--- src/rtl/traffic_intersection_ctrl.sv ---
// rtl/traffic_intersection_ctrl.sv - two-road signal controller, optional pedestrian phase under TRAFFIC_PED_EN
module traffic_intersection_ctrl #(
  parameter int GREEN_T  = 8,
  parameter int YELLOW_T = 3,
  parameter int ALLRED_T = 2,
  parameter int WALK_T   = 6,
  parameter int CNT_W    = 8
) (
  input  logic       clk,
  input  logic       reset,
  input  logic       ped_req,
  output logic [2:0] ns_light,
  output logic [2:0] ew_light,
  output logic       walk,
  output logic [2:0] phase
);

  typedef enum logic [2:0] {
    NS_GREEN  = 3'd0,
    NS_YELLOW = 3'd1,
    ALLRED_A  = 3'd2,
    EW_GREEN  = 3'd3,
    EW_YELLOW = 3'd4,
    ALLRED_B  = 3'd5,
    PED_WALK  = 3'd6
  } state_t;

  localparam logic [2:0] LAMP_RED = 3'b100;
  localparam logic [2:0] LAMP_YEL = 3'b010;
  localparam logic [2:0] LAMP_GRN = 3'b001;

  // Timer reload values: a state of duration D counts D-1 down to 0
  localparam logic [CNT_W-1:0] GREEN_LD  = CNT_W'(GREEN_T - 1);
  localparam logic [CNT_W-1:0] YELLOW_LD = CNT_W'(YELLOW_T - 1);
  localparam logic [CNT_W-1:0] ALLRED_LD = CNT_W'(ALLRED_T - 1);

  state_t           state;
  state_t           state_next;
  logic [CNT_W-1:0] timer;
  logic [CNT_W-1:0] timer_next;
  logic [2:0]       ns_next;
  logic [2:0]       ew_next;

`ifdef TRAFFIC_PED_EN
  localparam logic [CNT_W-1:0] WALK_LD = CNT_W'(WALK_T - 1);
  logic ped_pending;
  logic ped_next;
  logic walk_r;
`endif

  // Sequencing: hold each state until the timer hits 0, then step and reload
  always_comb begin
    state_next = state;
    timer_next = timer - CNT_W'(1);
    case (state)
      NS_GREEN: begin
        if (timer == '0) begin
          state_next = NS_YELLOW;
          timer_next = YELLOW_LD;
        end
      end
      NS_YELLOW: begin
        if (timer == '0) begin
          state_next = ALLRED_A;
          timer_next = ALLRED_LD;
        end
      end
      ALLRED_A: begin
        if (timer == '0) begin
          state_next = EW_GREEN;
          timer_next = GREEN_LD;
        end
      end
      EW_GREEN: begin
        if (timer == '0) begin
          state_next = EW_YELLOW;
          timer_next = YELLOW_LD;
        end
      end
      EW_YELLOW: begin
        if (timer == '0) begin
          state_next = ALLRED_B;
          timer_next = ALLRED_LD;
        end
      end
      ALLRED_B: begin
        if (timer == '0) begin
          state_next = NS_GREEN;
          timer_next = GREEN_LD;
`ifdef TRAFFIC_PED_EN
          if (ped_pending) begin
            state_next = PED_WALK;
            timer_next = WALK_LD;
          end
`endif
        end
      end
`ifdef TRAFFIC_PED_EN
      PED_WALK: begin
        if (timer == '0) begin
          state_next = NS_GREEN;
          timer_next = GREEN_LD;
        end
      end
`endif
      default: begin
        // Unknown code: park in the clearance state before resuming the ring
        state_next = ALLRED_B;
        timer_next = ALLRED_LD;
      end
    endcase
  end

  // Lamp decode of the upcoming state so lamps register on the state edge
  always_comb begin
    ns_next = LAMP_RED;
    ew_next = LAMP_RED;
    case (state_next)
      NS_GREEN:  ns_next = LAMP_GRN;
      NS_YELLOW: ns_next = LAMP_YEL;
      EW_GREEN:  ew_next = LAMP_GRN;
      EW_YELLOW: ew_next = LAMP_YEL;
      default: begin
        ns_next = LAMP_RED;
        ew_next = LAMP_RED;
      end
    endcase
  end

  // State, timer and lamp registers; reset parks the junction in all-red
  always_ff @(posedge clk or posedge reset) begin
    if (reset) begin
      state    <= ALLRED_B;
      timer    <= ALLRED_LD;
      ns_light <= LAMP_RED;
      ew_light <= LAMP_RED;
    end else begin
      state    <= state_next;
      timer    <= timer_next;
      ns_light <= ns_next;
      ew_light <= ew_next;
    end
  end

  assign phase = state;

`ifdef TRAFFIC_PED_EN
  // Remember a request until the walk starts; requests on that edge or during the walk are dropped
  always_comb begin
    ped_next = ped_pending;
    if (state_next == PED_WALK && state != PED_WALK) begin
      ped_next = 1'b0;
    end else if (ped_req && state != PED_WALK) begin
      ped_next = 1'b1;
    end
  end

  // Pending flag and walk lamp registers
  always_ff @(posedge clk or posedge reset) begin
    if (reset) begin
      ped_pending <= 1'b0;
      walk_r      <= 1'b0;
    end else begin
      ped_pending <= ped_next;
      walk_r      <= (state_next == PED_WALK);
    end
  end

  assign walk = walk_r;
`else
  logic unused_ped_req;
  assign unused_ped_req = ped_req;
  assign walk           = 1'b0;
`endif

endmodule

--- config.mk ---
export PLATFORM = sky130hd
export DESIGN_NAME = traffic_intersection_ctrl
export DESIGN_NICKNAME = d
export VERILOG_FILES = /design/src/rtl/traffic_intersection_ctrl.sv
export SDC_FILE = /design/constraint.sdc
export NUM_CORES = 1
export LEC_CHECK = 0
export ABC_AREA = 1
export CAP_MARGIN = 20
export CORE_MARGIN = 10
export CORE_UTILIZATION = 47
export CTS_CLUSTER_DIAMETER = 50
export DETAILED_ROUTE_END_ITERATION = 16
export GPL_TIMING_DRIVEN = 0
export PLACE_DENSITY = 0.71
export REMOVE_ABC_BUFFERS = 1
export SYNTH_ARGS = -nofsm -noshare
export SYNTH_HDL_FRONTEND = slang
export SYNTH_SLANG_ARGS = --single-unit
export TNS_END_PERCENT = 1
--- constraint.sdc ---
create_clock -name clk -period 1.54 [get_ports clk]
set_clock_uncertainty 0.1 [all_clocks]
set_input_delay 0.462 -clock clk [delete_from_list [all_inputs] [get_ports clk]]
set_output_delay 0.462 -clock clk [all_outputs]
set_load 0.05 [all_outputs]
Yosys cells after proc, flatten, opt, wreduce, memory -nomap -nowiden
Cells that the tools add are included.
{"block": "word_totals", "word_cells": 32, "reg_bits": 17, "mem_bits_ro": 0, "n_memories": 0, "latch_bits": 0, "input_bits": 3, "output_inout_bits": 10, "mem_bits_rw": 0}
{"block": "classes", "n_bitwise": 0, "n_mul": 0, "div": 0, "addsub": 1, "eq_ne": 8, "n_reduce_logical": 6, "n_mux": 13, "shift": 0, "order_cmp": 0}
{"op": "2-to-1 mux 8 bit", "n": 3}
{"op": "case mux 8 bit (3 select lines)", "n": 1}
{"op": "2-to-1 mux 3 bit", "n": 6}
{"op": "case mux 3 bit (6 select lines)", "n": 1}
{"op": "case mux 3 bit (2 select lines)", "n": 2}
{"op": "equality test 3 x 2 -> 1 bit (second input constant)", "n": 3}
{"op": "equality test 3 bit (second input constant)", "n": 3}
{"op": "zero test 8 bit", "n": 1}
{"op": "subtractor 8 x 1 -> 8 bit (second input constant)", "n": 1}
{"op": "equality test 3 x 1 -> 1 bit (second input constant)", "n": 2}
{"op": "zero test 3 bit", "n": 2}
{"op": "OR reduction 2 bit", "n": 3}

Longest topological paths before layout
Gate-level depths: netlist of the first run.
{"block": "logic_depth", "word_depth": 5, "mapped_depth": 10, "mapped_depth_nobuf": 10}

Least setup slack after synthesis of the first run
No wires, ideal clock.
{"block": "synth_path", "kind": "flip-flop to flip-flop", "startpoint": "register state[1], in the netlist phase[1]", "endpoint": "register timer[1]", "synth_period_minus_slack_ns": 1.621, "path_stages_with_launch": 8, "t_arrival_ns": 1.400, "setup_ns": 0.121, "path_buffers": 0, "t_required_ns": 1.319, "path_slack_ns": -0.081, "cell_sequence": "dfrtp_1 > inv_1 > nand2_1 > nor2_1 > nor2_1 > nand2_1 > a21oi_1 > a21oi_1"}
{"block": "synth_between", "elab_chain_len": 3, "word_cells_on_any_way": 10, "classes_between": "5 x eq/ne; 1 x mux; 4 x reduce/logical"}
{"item": "start, declared", "line_no": "37", "rtl": "state_t state;"}
{"item": "start signal, assigned", "line_no": "138", "rtl": "state <= state_next;"}
{"item": "equality test 3 bit (tied with other cells)", "line_no": "55", "rtl": "case (state)"}
{"item": "OR reduction 2 bit (no line)"}
{"item": "case mux 8 bit (3 select lines) *", "line_no": "55"}
{"item": "named net timer_next[1]", "line_no": "40", "rtl": "logic [CNT_W-1:0] timer_next;"}
{"item": "end signal, assigned", "line_no": "139", "rtl": "timer <= timer_next;"}
{"item": "end, declared", "line_no": "39", "rtl": "logic [CNT_W-1:0] timer;"}
The timed path passes the listed nets; every way through them passes the cells marked *.

Final worst setup path of the first run
{"block": "layout_path", "startpoint": "register state[0], in the netlist phase[0]", "endpoint": "output port phase[0]"}
{"item": "end, declared", "line_no": "15", "rtl": "output logic [2:0] phase"}
No word-level cell between the ends.

==> results of run 1 <==
path summary, 6_finish.rpt:
| path | startpoint | to | slack [ns] | cells past startpoint |
|---|---|---|---|---|
| max in group asynchronous | reset | phase[1]$_DFF_PP0_ | 0.46 | 2 |
| max | phase[0]$_DFF_PP1_ | phase[0] | -0.04 | 1 |
| max reg2reg | timer[0]$_DFF_PP1_ | ew_light[2]$_DFF_PP1_ | 0.01 | 10 |
| min reg2reg | phase[1]$_DFF_PP0_ | ns_light[1]$_DFF_PP0_ | 0.43 | 1 |
| min | phase[1]$_DFF_PP0_ | ns_light[1]$_DFF_PP0_ | 0.43 | 1 |
| min in group asynchronous | reset | timer[3]$_DFF_PP0_ | 0.45 | 2 |
synth_stat cells:
library cell,count
nor2_4,2
nand2_4,3
nand2_2,5
clkbuf_2,2
dfstp_2,5
nor2_8,1
nor2_1,10
nor3_2,2
o21ai_0,4
a21oi_2,1
nand3_2,1
ha_1,2
conb_1,1
nand2_1,11
inv_2,1
xor2_1,5
buf_4,1
xnor2_1,1
nor3_1,3
a21oi_1,3
dfrtp_1,12
nor2_2,3
nand3_1,7
inv_1,11
routing by layer:
layer	vias to the layer above	GRT usage, %	routed length, um
met5	-	0	0
met4	0	5.74	46
met3	4	2.09	73
met2	11	12.1	779
met1	300	11.2	773
li1	332	-	-
cell type report:
type,count,area (um^2),area share [%]
clock inverter,1,5.00,0.426
tap,25,31.3,2.66
inverter,12,47.5,4.04
clock buffer,3,22.5,1.91
multi-input combinational,65,469,39.9
timing repair buffer,16,168,14.3
sequential,17,433,36.8
state kept, by name (all words and copies together) (netlist names):
signal / count
ew_light: 3
ns_light: 3
phase: 3
timer: 8
power by group through the flow:
| stage | clock network, mW | registers [mW] | logic [mW] |
|---|---|---|---|
| 2_1_floorplan | 0 | 0.455 | 0.0119 |
| 4_1_cts | 0.241 | 0.447 | 0.0166 |
| 3_5_place_dp | 0 | 0.455 | 0.0165 |
| 3_3_place_gp | 0 | 0.455 | 0.0166 |
| 6_report | 0.234 | 0.447 | 0.0161 |
| 5_1_grt | 0.252 | 0.447 | 0.0182 |
what timing repair did:
| action | 4_1_cts | 5_1_grt |
|---|---|---|
| resized for setup | 54 | 14 |
| setup buffers | 2 | 4 |
| setup endpoints to repair | 15 | 20 |
| pin swaps | 3 | 8 |
logic make-up (layout without fill, tap and decap cells):
kind of cell    after synthesis  in the layout
fa+ha+maj                     2              2
xor+xnor                      6              6
other cells                   1              1
simple gates                 48             48
compound gates                8              8
buf+inv                      15             32
flops                        17             17
metrics by stage:
| stage | TNS [ns] | hold slack [ns] | utilization (%) | setup slack, ns |
|---|---|---|---|---|
| finish | -0.0625 | 0.431 | 66.0 | -0.0357 |
| floorplan | -0.134 | 0.284 | - | -0.0825 |
| global placement | -2.63 | 0.435 | 57.1 | -0.476 |
| global route | -0.546 | 0.451 | 66.0 | -0.0696 |
| CTS | -0.137 | 0.461 | 61.7 | -0.0327 |
| detailed placement | -2.71 | 0.444 | 57.1 | -0.476 |
==> reports/summary.txt, run 1 <==
Seq pwr share = 64.1%
Mapped Cells = 97
Post-DP Area = 1020 um^2
Net count, final = 120
Final Slew Violations = 0
PortBufs = 10
final wirelength = 1670 um
layout cell share with drive strength beyond 1 = 46.5%
number of fill cells in the layout = 144
Site Rows = 15
CP Class = flop to primary output
clock share of power = 33.5%
CP Max Fanout = 2
DR WL/cell = 12.0 um
diode count = 0
most frequent cells in the layout = 11 x dfrtp_1, 10 x nor2_1, 9 x nand2_1
Worst path max stage delay = 0.58 ns
Iter 0 DRT Violations = 12
internal power = 0.546 mW
Buf/Inv on CP = 1
Setup crit start kind = flop
top-area cell type share of the netlist area = 33.2%
Die Y = 63.9 um
run status = finished, violations left
Layout area overhead = 30.0%
Max-Slew Margin vs Limit = 58.8%
antenna viol nets, final = 0
CTS tree = done
vias = 647
GRT Overall Usage = 8.56%
WP data arrival = 1.01 ns
xor and xnor area share after synthesis = 5.81%
largest family of logic cells by synthesized area = simple AND/OR/NAND/NOR gates
Clk Latency, worst-skew pair = 0.28 ns
die area = 4080 um^2
max_cap viols = 0
vias in the first global route = 611
pin count of the biggest net entering global routing = 18
Sw Share = 21.7%
Cell Chain, Critical Path = buf_8
Seq cells post-synth = 17
fin crit share = 102%
crit path capture type = primary output
Worst Tran Pin Value = 0.617 ns
CTS Root Buffer Type = clkbuf_4
hold buffers post-CTS = 0
Non-Filler Instances = 139
CTS Buffer Depth = 2
routed vias/inst = 4.65
clock-pin slew on the worst setup and hold paths = 0.10 ns
placed cells = 129
Required @ worst endpoint = 0.98 ns
H-tree depth = 1
cell family with most CP delay = flip-flops
PwrDens = 592 nW/um^2
initial antenna violation count = 0
initial core utilization = 50.7%
Comb pwr share = 2.3%
dpl hpwl = 1140 um
Die W = 63.9 um
# setup viols final = 6
Mean Syn Cell Area = 9.33 um^2
simple-gate portion of the synthesized area = 31.5%
sequential area share after synthesis = 47.7%
adder-cell share of the synthesized area = 2.77%
drt drc = 0
ranking of synthesized cells by area = dfrtp_1 33%, dfstp_2 15%, xor2_1 4.8%
Synth area leader = dfrtp_1
mux cell area share after synthesis = 0%
commonest non-fill, non-tap cell in the layout = dfrtp_1
Post-Syn Area = 905 um^2
setup ws final = -0.0357 ns
fmax = 0.635 GHz
Hold WC Path Type = flop to flop
global-route wire length before repair = 2820 um
post-synthesis compound-gate area fraction = 4.84%
final hold violation count = 0
CORE AREA = 1780 um^2
yosys warns = 0
failing checks = setup timing
Net Sw Power = 0.151 mW
cell area after layout = 1180 um^2
Num CTS Buffers = 3
I/O pin cnt = 13
fin crit period = 1.58 ns
Pleak = 0.589 nW
drt first pass iters = 4
Overflow after GRT = 0
RSZ-0062 raised after global routing = true
CP max stage cell = dfstp_2
Sink Count = 17
VDD IR-drop max = 316 uV
Total Power = 0.697 mW
library cells used by synthesis = 24
GPL Wtd Cong = 0.775
(Power assumes the default switching activity.)
==> run 2: changes to the inputs <==
--- a/config.mk
+++ b/config.mk
@@ -12,6 +12,7 @@
 export CTS_CLUSTER_DIAMETER = 50
 export DETAILED_ROUTE_END_ITERATION = 16
 export GPL_TIMING_DRIVEN = 0
+export HOLD_SLACK_MARGIN = 0.08
 export PLACE_DENSITY = 0.71
 export REMOVE_ABC_BUFFERS = 1
 export SYNTH_ARGS = -nofsm -noshare
==> results of run 2 <==
Same layout as run 1: the final DEF is identical, and so are final timing and power.
